File: config.mk
export PLATFORM = sky130hd
export DESIGN_NAME = riscv_wb
export DESIGN_NICKNAME = d
export VERILOG_FILES = /design/src/rtl/riscv_wb.sv
export SDC_FILE = /design/constraint.sdc
export NUM_CORES = 1
export LEC_CHECK = 0
export BUFFER_PORTS_ARGS = -buffer_cell sky130_fd_sc_hd__buf_2
export CORE_MARGIN = 2
export CORE_UTILIZATION = 55
export CTS_BUF_LIST = sky130_fd_sc_hd__clkbuf_8
export CTS_CLUSTER_DIAMETER = 50
export DETAILED_ROUTE_END_ITERATION = 6
export HOLD_SLACK_MARGIN = 0.08
export PLACE_DENSITY = 0.79
export SKIP_CTS_REPAIR_TIMING = 1
export SYNTH_ARGS = -nofsm -noshare
export SYNTH_HDL_FRONTEND = slang
export SYNTH_SLANG_ARGS = --single-unit
File: constraint.sdc
create_clock -name clk -period 2.05 [get_ports clk]
set_input_delay 0 -clock clk [delete_from_list [all_inputs] [get_ports clk]]
set_output_delay 0 -clock clk [all_outputs]
set_load 0.02 [all_outputs]
File: src/rtl/riscv_wb.sv
// riscv_wb: RISC-V writeback stage and register scoreboard.
//   Formats load data at enqueue, buffers results in a 2-entry FIFO and
//   drives a registered register-file write port. Tracks per-register busy bits.
// Latency: a result accepted at edge N (FIFO empty, wb_ready high) writes back after edge N+1.
// Backpressure: in_ready = (count != 2), with no pass-through when full; dequeue gated by wb_ready.
// Ports:
//   issue_valid/issue_rd            - decode issue, sets busy[issue_rd]
//   in_valid/in_ready/in_*          - result handshake from execute/memory
//   wb_ready/wb_en/wb_rd/wb_data    - register-file write port (outputs registered)
//   exc                             - one-cycle pulse when a faulted entry retires
//   busy                            - scoreboard bitmap; retired - committed write count
module riscv_wb #(
  parameter int XLEN = 32,
  parameter int REGA = 5
) (
  input  logic                 clk,
  input  logic                 rst_n,
  input  logic                 issue_valid,
  input  logic [REGA-1:0]      issue_rd,
  input  logic                 in_valid,
  output logic                 in_ready,
  input  logic [REGA-1:0]      in_rd,
  input  logic [XLEN-1:0]      in_result,
  input  logic                 in_is_load,
  input  logic [2:0]           in_funct3,
  input  logic [1:0]           in_addr_lo,
  input  logic                 wb_ready,
  output logic                 wb_en,
  output logic [REGA-1:0]      wb_rd,
  output logic [XLEN-1:0]      wb_data,
  output logic                 exc,
  output logic [2**REGA-1:0]   busy,
  output logic [XLEN-1:0]      retired
);

  localparam int NREG = 2**REGA;

  // FIFO storage and control
  logic [REGA-1:0] r_fifo_rd    [0:1];
  logic [XLEN-1:0] r_fifo_data  [0:1];
  logic            r_fifo_fault [0:1];
  logic            r_wptr;
  logic            r_rptr;
  logic [1:0]      r_count;

  // Registered outputs
  logic            r_wb_en;
  logic [REGA-1:0] r_wb_rd;
  logic [XLEN-1:0] r_wb_data;
  logic            r_exc;
  logic [NREG-1:0] r_busy;
  logic [XLEN-1:0] r_retired;

  logic            w_enq;
  logic            w_deq;
  logic [7:0]      w_byte;
  logic [15:0]     w_half;
  logic [XLEN-1:0] w_fmt_data;
  logic            w_fmt_fault;
  logic [REGA-1:0] w_head_rd;
  logic            w_head_fault;
  logic            w_head_writes;
  logic [NREG-1:0] w_busy_set;
  logic [NREG-1:0] w_busy_clr;
  logic [NREG-1:0] w_busy_next;

  assign in_ready = (r_count != 2'd2);
  assign w_enq    = in_valid && in_ready;
  assign w_deq    = (r_count != 2'd0) && wb_ready;

  assign w_head_rd     = r_fifo_rd[r_rptr];
  assign w_head_fault  = r_fifo_fault[r_rptr];
  // Faulted entries and x0 retire without a register write.
  assign w_head_writes = (w_head_rd != '0) && !w_head_fault;

  // Byte and halfword lanes selected by the low address bits.
  always_comb begin
    w_byte = in_result[7:0];
    case (in_addr_lo)
      2'd0:    w_byte = in_result[7:0];
      2'd1:    w_byte = in_result[15:8];
      2'd2:    w_byte = in_result[23:16];
      default: w_byte = in_result[31:24];
    endcase
    w_half = in_addr_lo[1] ? in_result[31:16] : in_result[15:0];
  end

  // Load formatting and alignment fault detection at enqueue.
  always_comb begin
    w_fmt_data  = in_result;
    w_fmt_fault = 1'b0;
    if (in_is_load) begin
      case (in_funct3)
        3'b000: w_fmt_data = {{(XLEN-8){w_byte[7]}}, w_byte};
        3'b100: w_fmt_data = {{(XLEN-8){1'b0}}, w_byte};
        3'b001: begin
          w_fmt_data  = {{(XLEN-16){w_half[15]}}, w_half};
          w_fmt_fault = in_addr_lo[0];
        end
        3'b101: begin
          w_fmt_data  = {{(XLEN-16){1'b0}}, w_half};
          w_fmt_fault = in_addr_lo[0];
        end
        3'b010: w_fmt_fault = (in_addr_lo != 2'd0);
        default: w_fmt_fault = 1'b1;
      endcase
    end
  end

  // Scoreboard: clear on retirement, then set on issue so a same-edge
  // issue to the retiring register keeps it busy. x0 is never busy.
  always_comb begin
    w_busy_set = '0;
    w_busy_clr = '0;
    if (issue_valid && (issue_rd != '0)) w_busy_set = NREG'(1) << issue_rd;
    if (w_deq)                           w_busy_clr = NREG'(1) << w_head_rd;
    w_busy_next    = (r_busy & ~w_busy_clr) | w_busy_set;
    w_busy_next[0] = 1'b0;
  end

  // FIFO pointers, count and storage
  always_ff @(posedge clk or negedge rst_n) begin
    if (!rst_n) begin
      r_wptr          <= 1'b0;
      r_rptr          <= 1'b0;
      r_count         <= 2'd0;
      r_fifo_rd[0]    <= '0;
      r_fifo_rd[1]    <= '0;
      r_fifo_data[0]  <= '0;
      r_fifo_data[1]  <= '0;
      r_fifo_fault[0] <= 1'b0;
      r_fifo_fault[1] <= 1'b0;
    end else begin
      if (w_enq) begin
        r_fifo_rd[r_wptr]    <= in_rd;
        r_fifo_data[r_wptr]  <= w_fmt_data;
        r_fifo_fault[r_wptr] <= w_fmt_fault;
        r_wptr               <= ~r_wptr;
      end
      if (w_deq) r_rptr <= ~r_rptr;
      case ({w_enq, w_deq})
        2'b10:   r_count <= r_count + 2'd1;
        2'b01:   r_count <= r_count - 2'd1;
        default: r_count <= r_count;
      endcase
    end
  end

  // Retirement: registered write port, exception pulse, scoreboard, counter
  always_ff @(posedge clk or negedge rst_n) begin
    if (!rst_n) begin
      r_wb_en   <= 1'b0;
      r_wb_rd   <= '0;
      r_wb_data <= '0;
      r_exc     <= 1'b0;
      r_busy    <= '0;
      r_retired <= '0;
    end else begin
      r_busy <= w_busy_next;
      if (w_deq) begin
        r_wb_rd   <= w_head_rd;
        r_wb_data <= r_fifo_data[r_rptr];
        r_wb_en   <= w_head_writes;
        r_exc     <= w_head_fault;
        if (w_head_writes) r_retired <= r_retired + XLEN'(1);
      end else begin
        r_wb_en <= 1'b0;
        r_exc   <= 1'b0;
      end
    end
  end

  assign wb_en   = r_wb_en;
  assign wb_rd   = r_wb_rd;
  assign wb_data = r_wb_data;
  assign exc     = r_exc;
  assign busy    = r_busy;
  assign retired = r_retired;

endmodule

Yosys cells after proc, flatten, opt, wreduce, memory -nomap -nowiden
Index checks and enable logic that the tools add are counted.
W data, S select, Z words.
{"block": "totals", "output_inout_bits": 104, "inputBits": 53, "reg_bits": 182, "elab_cells": 84}
{"block": "classes", "shifts": 2, "order_cmp": 3, "mux": 29, "bitwise": 7, "addsub": 3, "reduce_logical": 16, "eq_ne": 9}
{"operator": "$mux W32", "n": 7}
{"operator": "$pmux W32 S4", "n": 1}
{"operator": "$bwmux W64", "n": 1}
{"operator": "$shl A1 B5 Y32 const A", "n": 2}
{"operator": "$add A32 B1 Y32 const B", "n": 1}
{"operator": "$and A32 B32 Y32", "n": 1}
{"operator": "$demux W32 S1", "n": 1}
{"operator": "$not A32 Y32", "n": 1}
{"operator": "$or A32 B32 Y32", "n": 1}
{"operator": "$pmux W8 S3", "n": 1}
{"operator": "$mux W5", "n": 4}
{"operator": "$mux W16", "n": 1}
{"operator": "$bwmux W10", "n": 1}
{"operator": "$reduce_bool A5 Y1", "n": 2}
{"operator": "$mux W1", "n": 7}
{"operator": "$eq A3 B3 Y1 const B", "n": 2}
{"operator": "$reduce_bool A2 Y1", "n": 3}
{"operator": "$demux W5 S1", "n": 1}
{"operator": "$logic_and A1 B1 Y1", "n": 5}
{"operator": "$eq A2 B1 Y1 const B", "n": 2}
{"operator": "$eq A2 B2 Y1 const B", "n": 2}
{"operator": "$ge A2 B2 Y1 const B", "n": 2}
{"operator": "$not A1 Y2", "n": 2}
{"operator": "$pmux W2 S2", "n": 1}
{"operator": "other kinds (15)", "n": 17}

Logic depth before layout (Yosys ltp)
{"block": "depth", "ltp_word": 9, "ltp_mapped": 7}

Least setup slack after synthesis
No wires, ideal clock.
{"block": "synth_path", "path_kind": "register -> register", "startpoint": "register r_count[0]", "endpoint": "register r_fifo_data[26] in the netlist's numbering", "arrival_ps": 1676, "setup_ps": 124, "path_stages_with_launch": 7, "period_less_slack_ps": 1800, "path_buffers": 2, "setup_slack_ps": 250, "cell_sequence": "dfrtp_1 > nand2b_4 > nand3_1 > buf_1 > clkbuf_1 > nor2_1 > a211o_1"}
{"block": "synth_via", "elab_chain_cells": 2}
{"item": "start: declaration", "line": "44", "source": "logic [1:0] r_count;"}
{"item": "start signal: assignment", "line": "142", "source": "2'b10: r_count <= r_count + 2'd1;"}
{"item": "start signal: assignment", "line": "143", "source": "2'b01: r_count <= r_count - 2'd1;"}
{"item": "start signal: assignment", "line": "144", "source": "default: r_count <= r_count;"}
{"item": "$ne A2 B2 Y1", "line": "67", "source": "assign in_ready = (r_count != 2'd2);"}
{"item": "net in_ready", "line": "21", "source": "output logic in_ready,"}
{"item": "$logic_and A1 B1 Y1", "line": "68", "source": "assign w_enq = in_valid && in_ready;"}
{"item": "end signal: indexed assignment", "line": "136", "source": "r_fifo_data[r_wptr] <= w_fmt_data;"}
{"item": "end: declaration", "line": "40", "source": "logic [XLEN-1:0] r_fifo_data [0:1];"}
The timed path passes the listed nets, and every way through them passes these cells.
A chain may end at the register's enable or synchronous reset.

Worst setup path after layout
{"block": "layout_path", "startpoint": "register r_rptr", "endpoint": "register r_retired[6], in the netlist retired[6]"}
{"block": "layout_via", "elab_chain_cells": 7}
{"item": "start: declaration", "line": "43", "source": "logic r_rptr;"}
{"item": "start signal: assignment", "line": "140", "source": "if (w_deq) r_rptr <= ~r_rptr;"}
{"item": "$not A1 Y2 (not written as such) *", "line": "71, 72"}
{"item": "$mux W5 (not written as such) / $mux W1 (equally long branches) (3 in series)", "line": "71, 72"}
{"item": "$reduce_bool A5 Y1 / $logic_not A1 Y1 (equally long branches)", "line": "74", "source": "assign w_head_writes = (w_head_rd != '0) && !w_head_fault;"}
{"item": "$logic_and A1 B1 Y1 *", "line": "74"}
{"item": "$reduce_and A2 Y1 (no line) *"}
{"item": "end signal: assignment", "line": "165", "source": "if (w_head_writes) r_retired <= r_retired + XLEN'(1);"}
{"item": "end: declaration", "line": "52", "source": "logic [XLEN-1:0] r_retired;"}
Every way passes the cells marked *; elsewhere a longest branch is shown, timed or not. The select of a mux whose other input is x is not followed.

==> load_flow_metrics.sql <==
INSERT INTO impl_metrics (metric_group, metric, value, unit) VALUES
('timing', 'timing.final.crit_share', '0.901', ''),
('synthesis', 'ys_seq_area_frac', '0.525', ''),
('clock_network', 'cts_tree', 'done', ''),
('die', 'placementRows', '45', ''),
('routing', 'detail_route.vias_per_cell', '5.87', ''),
('synthesis', 'synth_async_sr_flop_share', '1.00', ''),
('synthesis', 'yosys_warnings', '0', ''),
('synthesis', 'synthesized_nets', '890', ''),
('placement', 'port_buffers', '155', ''),
('timing', 'grt_setup_unrepaired', 'no', ''),
('timing', 'setup_clock_skew_after_layout', '13.7', 'ps'),
('clock_network', 'worst_skew_pair.late_latency', '470', 'ps'),
('synthesis', 'ys_dominant_reg_cell', 'sky130_fd_sc_hd__dfrtp_1', ''),
('timing', 'min_period', '1850', 'ps'),
('setup_path', 'register_to_register_setup_slack', '200', 'ps'),
('synthesis', 'post-synth-top-count-cell', 'sky130_fd_sc_hd__dfrtp_1', ''),
('die', 'die_h', '130', 'um'),
('finish', 'multiInputGateArea', '3870', 'um^2'),
('global_route', 'gr-total-overflow', '0', ''),
('finish', 'ant_cells', '0', ''),
('timing', 'relSlewSlack', '0.384', ''),
('synthesis', 'synth_area_leaders', 'sky130_fd_sc_hd__dfrtp_1 52%, sky130_fd_sc_hd__o21ai_0 6.1%, sky130_fd_sc_hd__nand2_1 5.0%, sky130_fd_sc_hd__mux2i_1 4.2%, sky130_fd_sc_hd__a211o_1 3.2%', ''),
('global_route', 'grt_antenna_before_repair', '0', ''),
('synthesis', 'synth_top_cell_by_area', 'sky130_fd_sc_hd__dfrtp_1', ''),
('power_and_ir_drop', 'peakVddDrop', '0.760', 'mV'),
('routing', 'routed_len_inst', '17.7', 'um'),
('synthesis', 'synth_compound_gate_area_share', '0.148', ''),
('synthesis', 'yosysUniqueCellTypes', '56', ''),
('power_and_ir_drop', 'power.total', '14300', 'uW'),
('synthesis', 'combinational_family_with_the_most_area_after_synthesis', 'simple AND/OR/NAND/NOR gates', ''),
('timing', 'timing_worst_slew_pin_value', '917', 'ps'),
('routing', 'remaining_drc_errors', '0', ''),
('routing', 'dr.pass1.iters', '4', ''),
('timing', 'final.setup.tns', '0', 'ps'),
('setup_path', 'worstPathArrival', '2240', 'ps'),
('placement', 'hpwlAfterDp', '14700', 'um'),
('setup_path', 'critical_path_class', 'reg -> reg', ''),
('synthesis', 'yosys-top-cells-count', '182 x sky130_fd_sc_hd__dfrtp_1, 116 x sky130_fd_sc_hd__nand2_1, 106 x sky130_fd_sc_hd__o21ai_0', ''),
('synthesis', 'post_synth_xor_area_fraction', '0.0353', ''),
('flow_run', 'drv_cap', '0', ''),
('clock_network', 'cts_max_path_buffers', '2', ''),
('setup_path', 'start_kind', 'flop', ''),
('synthesis', 'synthesized_cell_area', '8680', 'um^2'),
('routing', 'route.antenna.remaining_nets', '0', ''),
('finish', 'drive_above_1_share', '0.242', ''),
('clock_network', 'clkTransAtPathRegs', '90', 'ps'),
('finish', 'sequential_cell_area', '4560', 'um^2'),
('die', 'initial_utilization', '0.567', ''),
('die', 'die_area', '16800', 'um^2'),
('timing', 'setup_viol_count_final', '0', ''),
('setup_path', 'required', '2440', 'ps'),
('setup_path', 'worst-path-max-fanout', '10', ''),
('placement', 'globalplace.congestion', '0.915', ''),
('synthesis', 'synthesis.instances', '835', ''),
('timing', 'timing.fmax', '541', 'MHz'),
('routing', 'finalWirelength', '22100', 'um'),
('global_route', 'wire_length_of_the_first_global_routing_pass', '33700', 'um'),
('setup_path', 'timing.critical_path.to_type', 'flop', ''),
('synthesis', 'synth.top_cell.area_share', '0.525', ''),
('status', 'result_of_the_run', 'finished, final reports clean', ''),
('die', 'core', '15300', 'um^2'),
('synthesis', 'post_synth_fa_ha_maj_area_fraction', '0.00288', ''),
('synthesis', 'synth-edff-count', '0', ''),
('power_and_ir_drop', 'static-leakage-power', '0.00522', 'uW'),
('clock_network', 'clkSinkCount', '182', ''),
('hold_path', 'timing.hold.worst.class', 'in -> reg', ''),
('synthesis', 'postSynthRegisterBits', '182', ''),
('finish', 'syn_to_final_growth', '22.3', '%'),
('synthesis', 'post_synth.cell_area_avg', '10.4', 'um^2'),
('routing', 'drt_first_iter_violations', '579', ''),
('die', 'boundaryPins', '157', '');
-- sequential cells by signal, summed over array words and instances (netlist names) --
name / count
wb_rd: 5
r_fifo_rd: 10
wb_en: 1
r_count: 2
retired: 32
r_fifo_fault: 2
wb_data: 32
busy: 31
r_rptr: 1
exc: 1
r_fifo_data: 64
r_wptr: 1
-- logic make-up (layout without fill, tap and decap cells) --
kind of cell | count (synthesis) | in the layout
AOI/OAI and AO/OA | 200 | 200
muxes | 62 | 62
DFF | 182 | 182
buffers and inverters | 59 | 261
xor gates and xnor gates | 35 | 35
adders and majority gates | 2 | 2
other | 1 | 1
and+or+nand+nor | 294 | 294
-- layer usage --
layer | share of wire | routed length, um | vias to the layer above | global-route usage
li1 | - | - | 3399 | -
met1 | 0.44 | 9620 | 3593 | 0.369
met2 | 0.48 | 10500 | 293 | 0.393
met3 | 0.064 | 1420 | 41 | 0.0516
met4 | 0.024 | 525 | 0 | 0.0822
met5 | 0 | 0 | - | 0
-- layout make-up --
type	instances	share of cell area
Timing Repair Buffer	226	0.142
Tap cell	211	0.0249
Multi-Input combinational cell	594	0.364
Clock inverter	11	0.0115
Inverter	3	0.00106
Sequential cell	182	0.429
Clock buffer	21	0.0272
-- through the flow --
stage | area, um^2 | cells | setup WS (ps) | hold WS [ps] | utilization
finish | 10600 | 1248 | 203 | 43.4 | 0.693
floorplan | 8680 | 835 | 250 | -296 | -
global placement | 9730 | 1170 | 288 | -40.0 | 0.635
global route | 10600 | 1248 | 103 | 109 | 0.693
CTS | 10100 | 1202 | 194 | -549 | 0.662
detailed placement | 9730 | 1170 | 172 | -39.0 | 0.635
-- final timing paths --
path                              start         endpoint  depth (start not counted)
setup / recovery                 r_rptr       retired[6]                          5
hold / removal             in_funct3[1]  r_fifo_fault[1]                          5
setup reg to reg                 r_rptr       retired[6]                          5
hold reg to reg              wb_data[6]       wb_data[6]                          2
max in group asynchronous         rst_n      wb_data[28]                          4
min in group asynchronous         rst_n      retired[21]                          3
-- power breakdown --
group	switching (uW)	total [uW]	leakage, uW	internal, uW
sequential	968	6010	0.00226	5040
clock	1290	2500	0.000211	1210
combinational	3430	5770	0.00275	2340
total	5690	14300	0.00522	8590
-- layout by cell type (no fill, tap or decap), types with 4 or more instances in the layout --
cell type	n
sky130_fd_sc_hd__a211o_1	32
sky130_fd_sc_hd__a21oi_1	10
sky130_fd_sc_hd__a221oi_1	16
sky130_fd_sc_hd__a31oi_1	5
sky130_fd_sc_hd__and3_1	8
sky130_fd_sc_hd__and3b_1	6
sky130_fd_sc_hd__and4_1	6
sky130_fd_sc_hd__buf_12	5
sky130_fd_sc_hd__buf_2	154
sky130_fd_sc_hd__buf_4	20
sky130_fd_sc_hd__clkbuf_8	21
sky130_fd_sc_hd__dfrtp_1	181
sky130_fd_sc_hd__dlygate4sd3_1	45
sky130_fd_sc_hd__inv_1	4
sky130_fd_sc_hd__mux2_2	19
sky130_fd_sc_hd__mux2i_1	35
sky130_fd_sc_hd__mux4_2	5
sky130_fd_sc_hd__nand2_1	116
sky130_fd_sc_hd__nand2b_1	5
sky130_fd_sc_hd__nand3_1	14
sky130_fd_sc_hd__nand4_1	9
sky130_fd_sc_hd__nor2_1	69
sky130_fd_sc_hd__nor2b_1	8
sky130_fd_sc_hd__nor3_1	9
sky130_fd_sc_hd__nor3b_1	6
sky130_fd_sc_hd__nor4_1	14
sky130_fd_sc_hd__o211ai_1	8
sky130_fd_sc_hd__o21ai_0	106
sky130_fd_sc_hd__o22a_1	8
sky130_fd_sc_hd__o22ai_1	5
sky130_fd_sc_hd__or4bb_1	5
sky130_fd_sc_hd__xnor2_1	6
sky130_fd_sc_hd__xor2_1	29
-- critical path, stage by stage (launching register included) --
cell and delay, ps:
sky130_fd_sc_hd__dfrtp_2 500, sky130_fd_sc_hd__nor3b_1 190, sky130_fd_sc_hd__o22a_1 290, sky130_fd_sc_hd__buf_4 190, sky130_fd_sc_hd__nor4_1 410, sky130_fd_sc_hd__xor2_1 190
Note: power is estimated with default switching activity, not from simulation.
